`src/rtl/forward_pkg.sv`:
```
`default_nettype none
// ---------------------------------------------------------------------------
// forward_pkg : shared operand-select encoding for the forwarding unit
// Revision    : 1.0
// ---------------------------------------------------------------------------
package forward_pkg;

   typedef enum logic [1:0] {
      FWD_RF  = 2'b00,
      FWD_MEM = 2'b01,
      FWD_EX  = 2'b10
   } fwd_sel_t;

   localparam int REG_ZERO = 0;

   // Number of operands (0..2) selecting a given source this cycle.
   function automatic logic [1:0] fwd_count(input fwd_sel_t a, input fwd_sel_t b,
                                            input fwd_sel_t which);
      fwd_count = {1'b0, a == which} + {1'b0, b == which};
   endfunction

endpackage
`default_nettype wire

```
`src/rtl/forward_sel.sv`:
```
`default_nettype none
// ---------------------------------------------------------------------------
// forward_sel : picks the operand source for one EX-stage source register
// Revision    : 1.0
// ---------------------------------------------------------------------------
module forward_sel
   import forward_pkg::*;
#(
   parameter int REG_W = 5
) (
   input  logic             ex_mem_regwrite,
   input  logic             mem_wb_regwrite,
   input  logic [REG_W-1:0] ex_mem_rwr,
   input  logic [REG_W-1:0] mem_wb_rwr,
   input  logic [REG_W-1:0] src,
   output fwd_sel_t         sel
);

   logic hit_ex;
   logic hit_mem;

   // r0 is hardwired to zero, so a write to it never produces a value to forward.
   assign hit_ex  = ex_mem_regwrite && (ex_mem_rwr != REG_W'(REG_ZERO)) && (ex_mem_rwr == src);
   assign hit_mem = mem_wb_regwrite && (mem_wb_rwr != REG_W'(REG_ZERO)) && (mem_wb_rwr == src);

   always_comb begin
      sel = FWD_RF;
      if (hit_ex) begin
         sel = FWD_EX;
      end else if (hit_mem) begin
         sel = FWD_MEM;
      end
   end

endmodule
`default_nettype wire

```
`src/rtl/forward_u.sv`:
```
`default_nettype none
// ---------------------------------------------------------------------------
// forward_u : EX-stage forwarding decision with trace stage; event counters
//             are built when FORWARDU_STATS_EN is defined.
// Revision  : 1.0
// ---------------------------------------------------------------------------
module forward_u
   import forward_pkg::*;
#(
   parameter int REG_W = 5,
   parameter int CNT_W = 16
) (
   input  logic             clk,
   input  logic             rst,
   input  logic             EX_MEM__RegWrite,
   input  logic             MEM_WB__RegWrite,
   input  logic [REG_W-1:0] EX_MEM__rWR,
   input  logic [REG_W-1:0] MEM_WB__rWR,
   input  logic [REG_W-1:0] ID_EX__rs,
   input  logic [REG_W-1:0] ID_EX__rt,
   output logic [1:0]       ForwA,
   output logic [1:0]       ForwB,
   output logic [1:0]       ForwA_q,
   output logic [1:0]       ForwB_q
`ifdef FORWARDU_STATS_EN
   ,
   output logic [CNT_W-1:0] fwd_ex_cnt,
   output logic [CNT_W-1:0] fwd_mem_cnt
`endif
);

   fwd_sel_t sel_a;
   fwd_sel_t sel_b;

   forward_sel #(.REG_W(REG_W)) u_sel_rs (
      .ex_mem_regwrite (EX_MEM__RegWrite),
      .mem_wb_regwrite (MEM_WB__RegWrite),
      .ex_mem_rwr      (EX_MEM__rWR),
      .mem_wb_rwr      (MEM_WB__rWR),
      .src             (ID_EX__rs),
      .sel             (sel_a)
   );

   forward_sel #(.REG_W(REG_W)) u_sel_rt (
      .ex_mem_regwrite (EX_MEM__RegWrite),
      .mem_wb_regwrite (MEM_WB__RegWrite),
      .ex_mem_rwr      (EX_MEM__rWR),
      .mem_wb_rwr      (MEM_WB__rWR),
      .src             (ID_EX__rt),
      .sel             (sel_b)
   );

   assign ForwA = sel_a;
   assign ForwB = sel_b;

   logic [1:0] fwd_a_d, fwd_a_q;
   logic [1:0] fwd_b_d, fwd_b_q;

   always_comb begin
      fwd_a_d = sel_a;
      fwd_b_d = sel_b;
   end

   always_ff @(posedge clk or posedge rst) begin
      if (rst) begin
         fwd_a_q <= FWD_RF;
         fwd_b_q <= FWD_RF;
      end else begin
         fwd_a_q <= fwd_a_d;
         fwd_b_q <= fwd_b_d;
      end
   end

   assign ForwA_q = fwd_a_q;
   assign ForwB_q = fwd_b_q;

`ifdef FORWARDU_STATS_EN
   localparam logic [CNT_W+1:0] CNT_MAX = {2'b00, {CNT_W{1'b1}}};

   logic [CNT_W-1:0] ex_cnt_d,  ex_cnt_q;
   logic [CNT_W-1:0] mem_cnt_d, mem_cnt_q;
   logic [CNT_W+1:0] ex_sum;
   logic [CNT_W+1:0] mem_sum;

   // Two spare bits keep the +2 step from wrapping even for tiny CNT_W.
   always_comb begin
      ex_sum    = {2'b00, ex_cnt_q}  + (CNT_W+2)'(fwd_count(sel_a, sel_b, FWD_EX));
      mem_sum   = {2'b00, mem_cnt_q} + (CNT_W+2)'(fwd_count(sel_a, sel_b, FWD_MEM));
      ex_cnt_d  = (ex_sum  > CNT_MAX) ? {CNT_W{1'b1}} : ex_sum[CNT_W-1:0];
      mem_cnt_d = (mem_sum > CNT_MAX) ? {CNT_W{1'b1}} : mem_sum[CNT_W-1:0];
   end

   always_ff @(posedge clk or posedge rst) begin
      if (rst) begin
         ex_cnt_q  <= '0;
         mem_cnt_q <= '0;
      end else begin
         ex_cnt_q  <= ex_cnt_d;
         mem_cnt_q <= mem_cnt_d;
      end
   end

   assign fwd_ex_cnt  = ex_cnt_q;
   assign fwd_mem_cnt = mem_cnt_q;
`endif

endmodule
`default_nettype wire

```
`config.mk`:
```
export PLATFORM = sky130hd
export DESIGN_NAME = forward_u
export DESIGN_NICKNAME = d
export VERILOG_FILES = /design/src/rtl/forward_pkg.sv /design/src/rtl/forward_sel.sv /design/src/rtl/forward_u.sv
export SDC_FILE = /design/constraint.sdc
export NUM_CORES = 1
export LEC_CHECK = 0
export CAP_MARGIN = 40
export CORE_AREA = 4 4 41 43
export DETAILED_ROUTE_END_ITERATION = 10
export DIE_AREA = 0 0 45 47
export MAX_ROUTING_LAYER = met4
export PLACE_DENSITY_LB_ADDON = 0.08
export RECOVER_POWER = 100
export SLEW_MARGIN = 5
export SYNTH_ARGS = -nofsm -noshare
export SYNTH_HDL_FRONTEND = slang
export SYNTH_SLANG_ARGS = --single-unit
```
`constraint.sdc`:
```
create_clock -name clk -period 2.3 [get_ports clk]
set_input_delay 0.23 -clock clk [delete_from_list [all_inputs] [get_ports clk]]
set_output_delay 0.23 -clock clk [all_outputs]
set_load 0.03 [all_outputs]
```
==> out/qor_table.md, run 1 <==
| Stage | Metric | This run |
|:---|:---|:---|
| status | Run status | finished, final reports clean |
| synthesis | Syn Nets | 65 |
| global routing | Antenna violations before repair | 0 |
| placed design | Sum of net half-perimeters after detailed placement | 1078 um |
| timing | Share of the cycle needed by the critical path after routing | 0.9590 |
| pwr | Switching Power | 0.00007194 W |
| clock tree | Post-cts resize count | 0 |
| detailed routing | Total length of routed wires | 1143 um |
| synthesis | Portion of the post-synthesis area used by sequential elements | 0.2572 |
| clock tree | TritonCTS clock tree | yes |
| clock tree | Clock input transition at the sequential cells of the worst setup and hold paths | 0.04 ns |
| synthesis | Ys Warns | 0 |
| timing | Highest achievable clock rate | 453.4 MHz |
| finish | Layout fillers | 133 |
| clock tree | Maximum root-to-sink buffer count | 2 |
| timing | Setup repair after global routing missed its margin | no |
| die | Effective utilization at floorplan | 0.2990 |
| timing | Final setup violation count | 0 |
| worst setup path | Crit path DAT | 1.98 ns |
| finish | Final standard cell count with taps included and fillers excluded | 94 |
| detailed routing | Iteration-0 DRC count of the detailed router | 4 |
| detailed routing | First-pass iteration count of the detailed router | 2 |
| clock tree | Post-CTS setup buffers | 0 |
| worst setup path | Dominant delay contributor by cell family on the critical path | simple AND/OR/NAND/NOR gates |
| timing | Total Negative Setup Slacks | 0 ns |
| synthesis | Largest area contributor in the netlist | sky130_fd_sc_hd__xnor2_1 |
| detailed routing | Number of DRC violations after detailed routing | 0 |
| die | Number of top-level pins | 32 |
| worst setup path | Kind of critical path | in2out |
| global routing | GRT Util Overall | 0.1141 |
| worst setup path | Crit-path slowest cell | sky130_fd_sc_hd__or4_1 |
| worst setup path | Sort of element at the end of the critical path | primary output |
| timing | Post-route worst setup slack | 0.09423 ns |
| clock tree | Clk sink count | 4 |
| timing | Rel. slew slack | 0.7116 |
| clock tree | Number of buffers added by the clock tree synthesis step | 3 |
| worst setup path | CP bufs+invs | 2 |
| synthesis | Area fraction of the dominant cell type after synthesis | 0.3601 |
| timing | Number of hold-slack violations in the final timing report | 0 |
| synthesis | Number of instances in the synthesized netlist | 41 |
| global routing | Largest net degree at the start of global routing | 5 |
| clock tree | Clock root cell | sky130_fd_sc_hd__clkbuf_4 |
| die | Die height | 47 um |
| clock tree | H-Tree Level Count | 1 |
| die | Die ar. | 2115 sq um |
| pwr | Cell-internal power | 0.0001963 W |
| pwr | Cell Pwr Density | 356.8 nW/um^2 |
| pwr | Final Total Pwr | 0.0002683 W |
| global routing | First-pass GRT wire length | 1690 um |
| finish | Ratio of cells with drive above 1 in the final layout | 0.1899 |
| global routing | Overflow after GRT | 0 |
| synthesis | Number of enable-type register cells in the synthesized netlist | 0 |
| synthesis | Prevailing post-synth register cell | sky130_fd_sc_hd__dfrtp_1 |
| detailed routing | Per-cell via count in the routed design | 4.670 |
| timing | Max-slew violations | 0 |
| synthesis | Average cell area after synthesis | 9.491 sq um |
| synthesis | Top cell types by occurrence after synthesis | sky130_fd_sc_hd__xnor2_1 (16), sky130_fd_sc_hd__dfrtp_1 (4), sky130_fd_sc_hd__xor2_1 (4) |
| global routing | Via count of the first global-routing pass | 477 |
| worst setup path | Startpoint class of the critical path | input pin |
| clock tree | Hold bufs inserted after CTS | 0 |
| pwr | Switching power share of the total | 0.2682 |
| pwr | Clock network fraction of total power | 0.324 |
| placed design | Placement Setup Slack | 0.1159 ns |
| placed design | Number of instances in the placed design | 91 |
| finish | Fin nets | 105 |
| finish | Diodes inserted | 0 |
| synthesis | Count leader, synth | sky130_fd_sc_hd__xnor2_1 |
| detailed routing | Number of nets with antenna violations after routing | 0 |
| flow run | Max-cap check violation count | 0 |
| synthesis | Yosys reg bits | 4 |
| pwr | Standby leakage power | 0.3064 nW |
| timing | Transition time of the tightest slew-check pin | 0.4287 ns |
| finish | Growth of design area from synthesis to finish | 93.25% |
| die | Core area | 1301 sq um |
| placed design | Global placer's final weighted congestion | 0.8370 |
| pwr | Combinational share of power | 0.407 |
| detailed routing | Via count of the routed design | 439 |
| pwr | IR Drop Worst-Case VDD | 0.1340 mV |
| synthesis | Distinct cells, synth | 13 |
| die | Die width | 45 um |
| placed design | Number of I/O port buffers | 31 |
| detailed routing | Drt wl/cell | 12.16 um |
| pwr | Portion of total power attributed to sequential cells | 0.269 |
| worst setup path | Largest stage delay on the critical path | 0.54 ns |
| timing | Minimum period implied by the final worst setup slack | 2.206 ns |
| die | Number of placement rows | 13 |
| synthesis | Synth async-reset ratio | 1.000 |
| synthesis | Top cells by area in the synthesized netlist | sky130_fd_sc_hd__xnor2_1 (36%), sky130_fd_sc_hd__dfrtp_1 (26%), sky130_fd_sc_hd__xor2_1 (9.0%) |
| worst setup path | Highest net fanout along the worst path | 2 |
| worst hold path | Class of the most critical hold timing path | in2async |
| worst setup path | Crit-path cells | clkdlybuf4s50_1, or4_1, o21ai_2, nor4_1, nor4_2, buf_4 |
| synthesis | Cell area after technology mapping | 389.1 sq um |
| worst setup path | Required time reported for the critical path endpoint | 2.07 ns |
[registers in the layout, summed over array words and instances (netlist names)]
register,cells
ForwA_q,2
ForwB_q,2
[through the flow]
stage            util  area [sq um]  hold slack, ns
2_1_floorplan       -         389.1       -0.003918
3_3_place_gp   0.5673         738.2          0.4239
3_5_place_dp   0.5673         738.2          0.4336
4_1_cts        0.5846         760.7          0.1827
5_1_grt        0.5779         752.0          0.3453
6_report       0.5779         752.0          0.3173
[layout make-up]
cell class,instances,area (sq um),area share
Clock buffer,3,22.52,0.02995
Inverter,1,3.754,0.004992
Multi-Input combinational cell,34,270.3,0.3594
Sequential cell,4,100.1,0.1331
Tap cell,15,18.77,0.02496
Timing Repair Buffer,37,336.6,0.4476
[metal layers]
metal | share of wire | track usage | up-vias
li1 | - | - | 216
met1 | 0.33 | 0.08844 | 197
met2 | 0.58 | 0.2429 | 24
met3 | 0.080 | 0.01533 | 2
met4 | 0.0079 | 0.06433 | 0
met5 | 0 | - | -
[worst paths after layout]
| path | startpoint | endpoint | slack, ns | cells past startpoint |
|---|---|---|---|---|
| max | EX_MEM__rWR[4] | ForwB[0] | 0.09 | 6 |
| max in group asynchronous | rst | ForwA_q[1] | 1.84 | 2 |
| min | rst | ForwB_q[1] | 0.32 | 2 |
| min in group clk | MEM_WB__RegWrite | ForwB_q[0] | 0.63 | 3 |
[layout by cell type, fill, tap and decap left out, types with 3 or more instances in the layout]
cell type / count
sky130_fd_sc_hd__buf_4: 7
sky130_fd_sc_hd__clkbuf_4: 3
sky130_fd_sc_hd__xor2_1: 4
sky130_fd_sc_hd__xnor2_1: 16
sky130_fd_sc_hd__clkdlybuf4s50_1: 22
sky130_fd_sc_hd__dfrtp_1: 4
sky130_fd_sc_hd__dlygate4sd3_1: 5
[power groups by stage]
| stage | combinational (W) | clock, W | sequential (W) |
|---|---|---|---|
| finish | 0.000109 | 0.0000870 | 0.0000722 |
| global route | 0.000118 | 0.0000891 | 0.0000722 |
| CTS | 0.000112 | 0.0000894 | 0.0000723 |
| detailed placement | 0.000112 | 0 | 0.0000732 |
| global placement | 0.000111 | 0 | 0.0000731 |
| floorplan | 0.0000415 | 0 | 0.0000757 |
[logic make-up after synthesis]
group | Yosys count | share of synthesized area
flops | 4 | 0.2572
compound gates | 1 | 0.02251
buf+inv | 3 | 0.04821
simple gates | 13 | 0.2218
xor+xnor | 20 | 0.4501
Note: power is estimated with default switching activity, not from simulation.
==> run 2: changes to the inputs <==
--- a/config.mk
+++ b/config.mk
@@ -12,7 +12,9 @@
 export MAX_ROUTING_LAYER = met4
 export PLACE_DENSITY_LB_ADDON = 0.08
 export RECOVER_POWER = 100
+export SETUP_SLACK_MARGIN = 0.4
 export SLEW_MARGIN = 5
 export SYNTH_ARGS = -nofsm -noshare
 export SYNTH_HDL_FRONTEND = slang
 export SYNTH_SLANG_ARGS = --single-unit
+export TNS_END_PERCENT = 1
==> run 2 against run 1 <==
Worst hold slack improved by 0.0081 ns. Count of clock-buffer cells in the layout did not move. First-iteration DRC count fell by 50%. Non-clock buffer count rose by 1. Global-route usage rose by 2.7 points. Sequential cell count did not move. Cell area rose by 5.5%. Critical path type unchanged. Largest cell class unchanged.
==> out/qor_table.md, run 2 (synthesized netlist as in run 1, its figures left out) <==
| Stage | Metric | This run | vs previous |
|:---|:---|:---|:---|
| global routing | Via count of the first global-routing pass | 466 | was 477 |
| clock tree | H-Tree Level Count | 1 | unchanged |
| worst hold path | Class of the most critical hold timing path | in2async | unchanged |
| timing | Setup repair after global routing missed its margin | yes | was no |
| die | Core area | 1301 sq um | unchanged |
| status | Run status | finished, final reports clean | unchanged |
| finish | FF+latch area | 100.1 sq um | unchanged |
| pwr | Cell Pwr Density | 348.3 nW/um^2 | was 356.8 nW/um^2 |
| detailed routing | Via count of the routed design | 445 | was 439 |
| detailed routing | Drt wl/cell | 13.41 um | was 12.16 um |
| global routing | GRT Util Overall | 0.1406 | was 0.1141 |
| placed design | Global placer's final weighted congestion | 0.7509 | was 0.8370 |
| pwr | Final Total Pwr | 0.0002763 W | was 0.0002683 W |
| die | Number of top-level pins | 32 | unchanged |
| timing | Share of the cycle needed by the critical path after routing | 0.9070 | was 0.9590 |
| worst setup path | Logic depth of the worst path, buffers included | 5 | was 6 |
| detailed routing | First-pass iteration count of the detailed router | 2 | unchanged |
| timing | Number of hold-slack violations in the final timing report | 0 | unchanged |
| worst setup path | Kind of critical path | in2out | unchanged |
| detailed routing | Number of DRC violations after detailed routing | 0 | unchanged |
| worst setup path | CP bufs+invs | 2 | unchanged |
| finish | Ratio of cells with drive above 1 in the final layout | 0.3000 | was 0.1899 |
| worst setup path | Dominant delay contributor by cell family on the critical path | simple AND/OR/NAND/NOR gates | unchanged |
| worst setup path | Crit path DAT | 1.86 ns | was 1.98 ns |
| die | Effective utilization at floorplan | 0.2990 | unchanged |
| flow run | Max-cap check violation count | 0 | unchanged |
| placed design | Number of I/O port buffers | 31 | unchanged |
| timing | Max-slew violations | 0 | unchanged |
| detailed routing | Number of nets with antenna violations after routing | 0 | unchanged |
| worst setup path | Startpoint class of the critical path | input pin | unchanged |
| clock tree | Clock root cell | sky130_fd_sc_hd__clkbuf_4 | unchanged |
| pwr | IR Drop Worst-Case VDD | 0.1382 mV | was 0.1340 mV |
| clock tree | Number of buffers added by the clock tree synthesis step | 3 | unchanged |
| detailed routing | Iteration-0 DRC count of the detailed router | 2 | was 4 |
| finish | Top library cells by usage in the layout, fill and taps aside | sky130_fd_sc_hd__xnor2_1 (16), sky130_fd_sc_hd__clkdlybuf4s50_1 (16), sky130_fd_sc_hd__buf_4 (9), sky130_fd_sc_hd__dlygate4sd3_1 (6) | was sky130_fd_sc_hd__clkdlybuf4s50_1 (22), sky130_fd_sc_hd__xnor2_1 (16), sky130_fd_sc_hd__buf_4 (7), sky130_fd_sc_hd__dlygate4sd3_1 (5) |
| worst setup path | Highest net fanout along the worst path | 3 | was 2 |
| timing | Total Negative Setup Slacks | 0 ns | unchanged |
| worst setup path | Crit-path cells | dlygate4sd3_1, or4_1, nor2_4, nor4_2, buf_4 | was clkdlybuf4s50_1, or4_1, o21ai_2, nor4_1, nor4_2, buf_4 |
| detailed routing | Total length of routed wires | 1274 um | was 1143 um |
| worst setup path | Required time reported for the critical path endpoint | 2.07 ns | about the same |
| timing | Rel. slew slack | 0.6809 | was 0.7116 |
| global routing | Overflow after GRT | 0 | unchanged |
| die | Number of placement rows | 13 | unchanged |
| finish | Growth of design area from synthesis to finish | 103.9% | was 93.25% |
| timing | Final setup violation count | 0 | unchanged |
| timing | Highest achievable clock rate | 479.4 MHz | was 453.4 MHz |
| timing | Transition time of the tightest slew-check pin | 0.4743 ns | was 0.4287 ns |
| die | Die width | 45 um | unchanged |
| clock tree | Clock input transition at the sequential cells of the worst setup and hold paths | 0.04 ns | about the same |
| pwr | Standby leakage power | 0.3256 nW | was 0.3064 nW |
| worst setup path | Crit-path slowest cell | sky130_fd_sc_hd__or4_1 | unchanged |
| worst setup path | Sort of element at the end of the critical path | primary output | unchanged |
| global routing | Antenna violations before repair | 0 | unchanged |
| clock tree | Maximum root-to-sink buffer count | 2 | unchanged |
| timing | Minimum period implied by the final worst setup slack | 2.086 ns | was 2.206 ns |
| die | Die ar. | 2115 sq um | unchanged |
| placed design | Sum of net half-perimeters after detailed placement | 1069 um | was 1078 um |
| global routing | Largest net degree at the start of global routing | 5 | unchanged |
| die | Die height | 47 um | unchanged |
| clock tree | Clk sink count | 4 | unchanged |
| global routing | First-pass GRT wire length | 2028 um | was 1690 um |
| finish | Area occupied by multi-input gates | 312.8 sq um | was 270.3 sq um |
| finish | Diodes inserted | 0 | unchanged |
| detailed routing | Per-cell via count in the routed design | 4.684 | was 4.670 |
| finish | Layout fillers | 123 | was 133 |
| worst setup path | Largest stage delay on the critical path | 0.61 ns | was 0.54 ns |
| finish | Fin nets | 106 | was 105 |
| clock tree | TritonCTS clock tree | yes | unchanged |
| clock tree | Hold bufs inserted after CTS | 0 | unchanged |
[run 2: power by group]
part	total (W)	switching, W	internal, W
Sequential	0.0000722	0.000000215	0.0000720
Clock	0.0000890	0.0000305	0.0000585
Combinational	0.000115	0.0000507	0.0000645
Total	0.000276	0.0000814	0.000195
[run 2: per-stage QoR]
step | setup slack, ns | hold WS, ns | instance area [sq um] | util | instances
global placement | 0.1391 | 0.4247 | 732.0 | 0.5625 | 89
global route | 0.1802 | 0.3399 | 793.3 | 0.6096 | 95
finish | 0.2139 | 0.3254 | 793.3 | 0.6096 | 95
detailed placement | 0.09525 | 0.4357 | 732.0 | 0.5625 | 89
floorplan | 0.4012 | -0.003918 | 397.9 | - | 41
CTS | 0.3850 | 0.1957 | 810.8 | 0.6231 | 95
[run 2: final timing paths]
kind,start,end
hold / removal,rst,ForwA_q[0]
setup / recovery,MEM_WB__rWR[0],ForwA[0]
min in group clk,EX_MEM__rWR[2],ForwB_q[1]
max in group asynchronous,rst,ForwB_q[1]
[run 2: metal layers]
layer / part of all wire / vias up / global-route usage
li1: - / 225 / -
met1: 0.37 / 191 / 0.1419
met2: 0.51 / 25 / 0.2599
met3: 0.095 / 4 / 0.03448
met4: 0.030 / 0 / 0.05263
met5: 0 / - / -
[run 2: final cells by class]
cell class	instances	share of cell area
Inverter	1	0.004732
Tap cell	15	0.02366
Clock buffer	3	0.02839
Timing Repair Buffer	38	0.4227
Multi-Input combinational cell	34	0.3943
Sequential cell	4	0.1262
[run 2: repair_timing]
item / CTS / global route
pin swaps: 5 / 4
setup buffers: 3 / 0
gates resized for setup: 15 / 8
setup endpoints to repair: 4 / 4
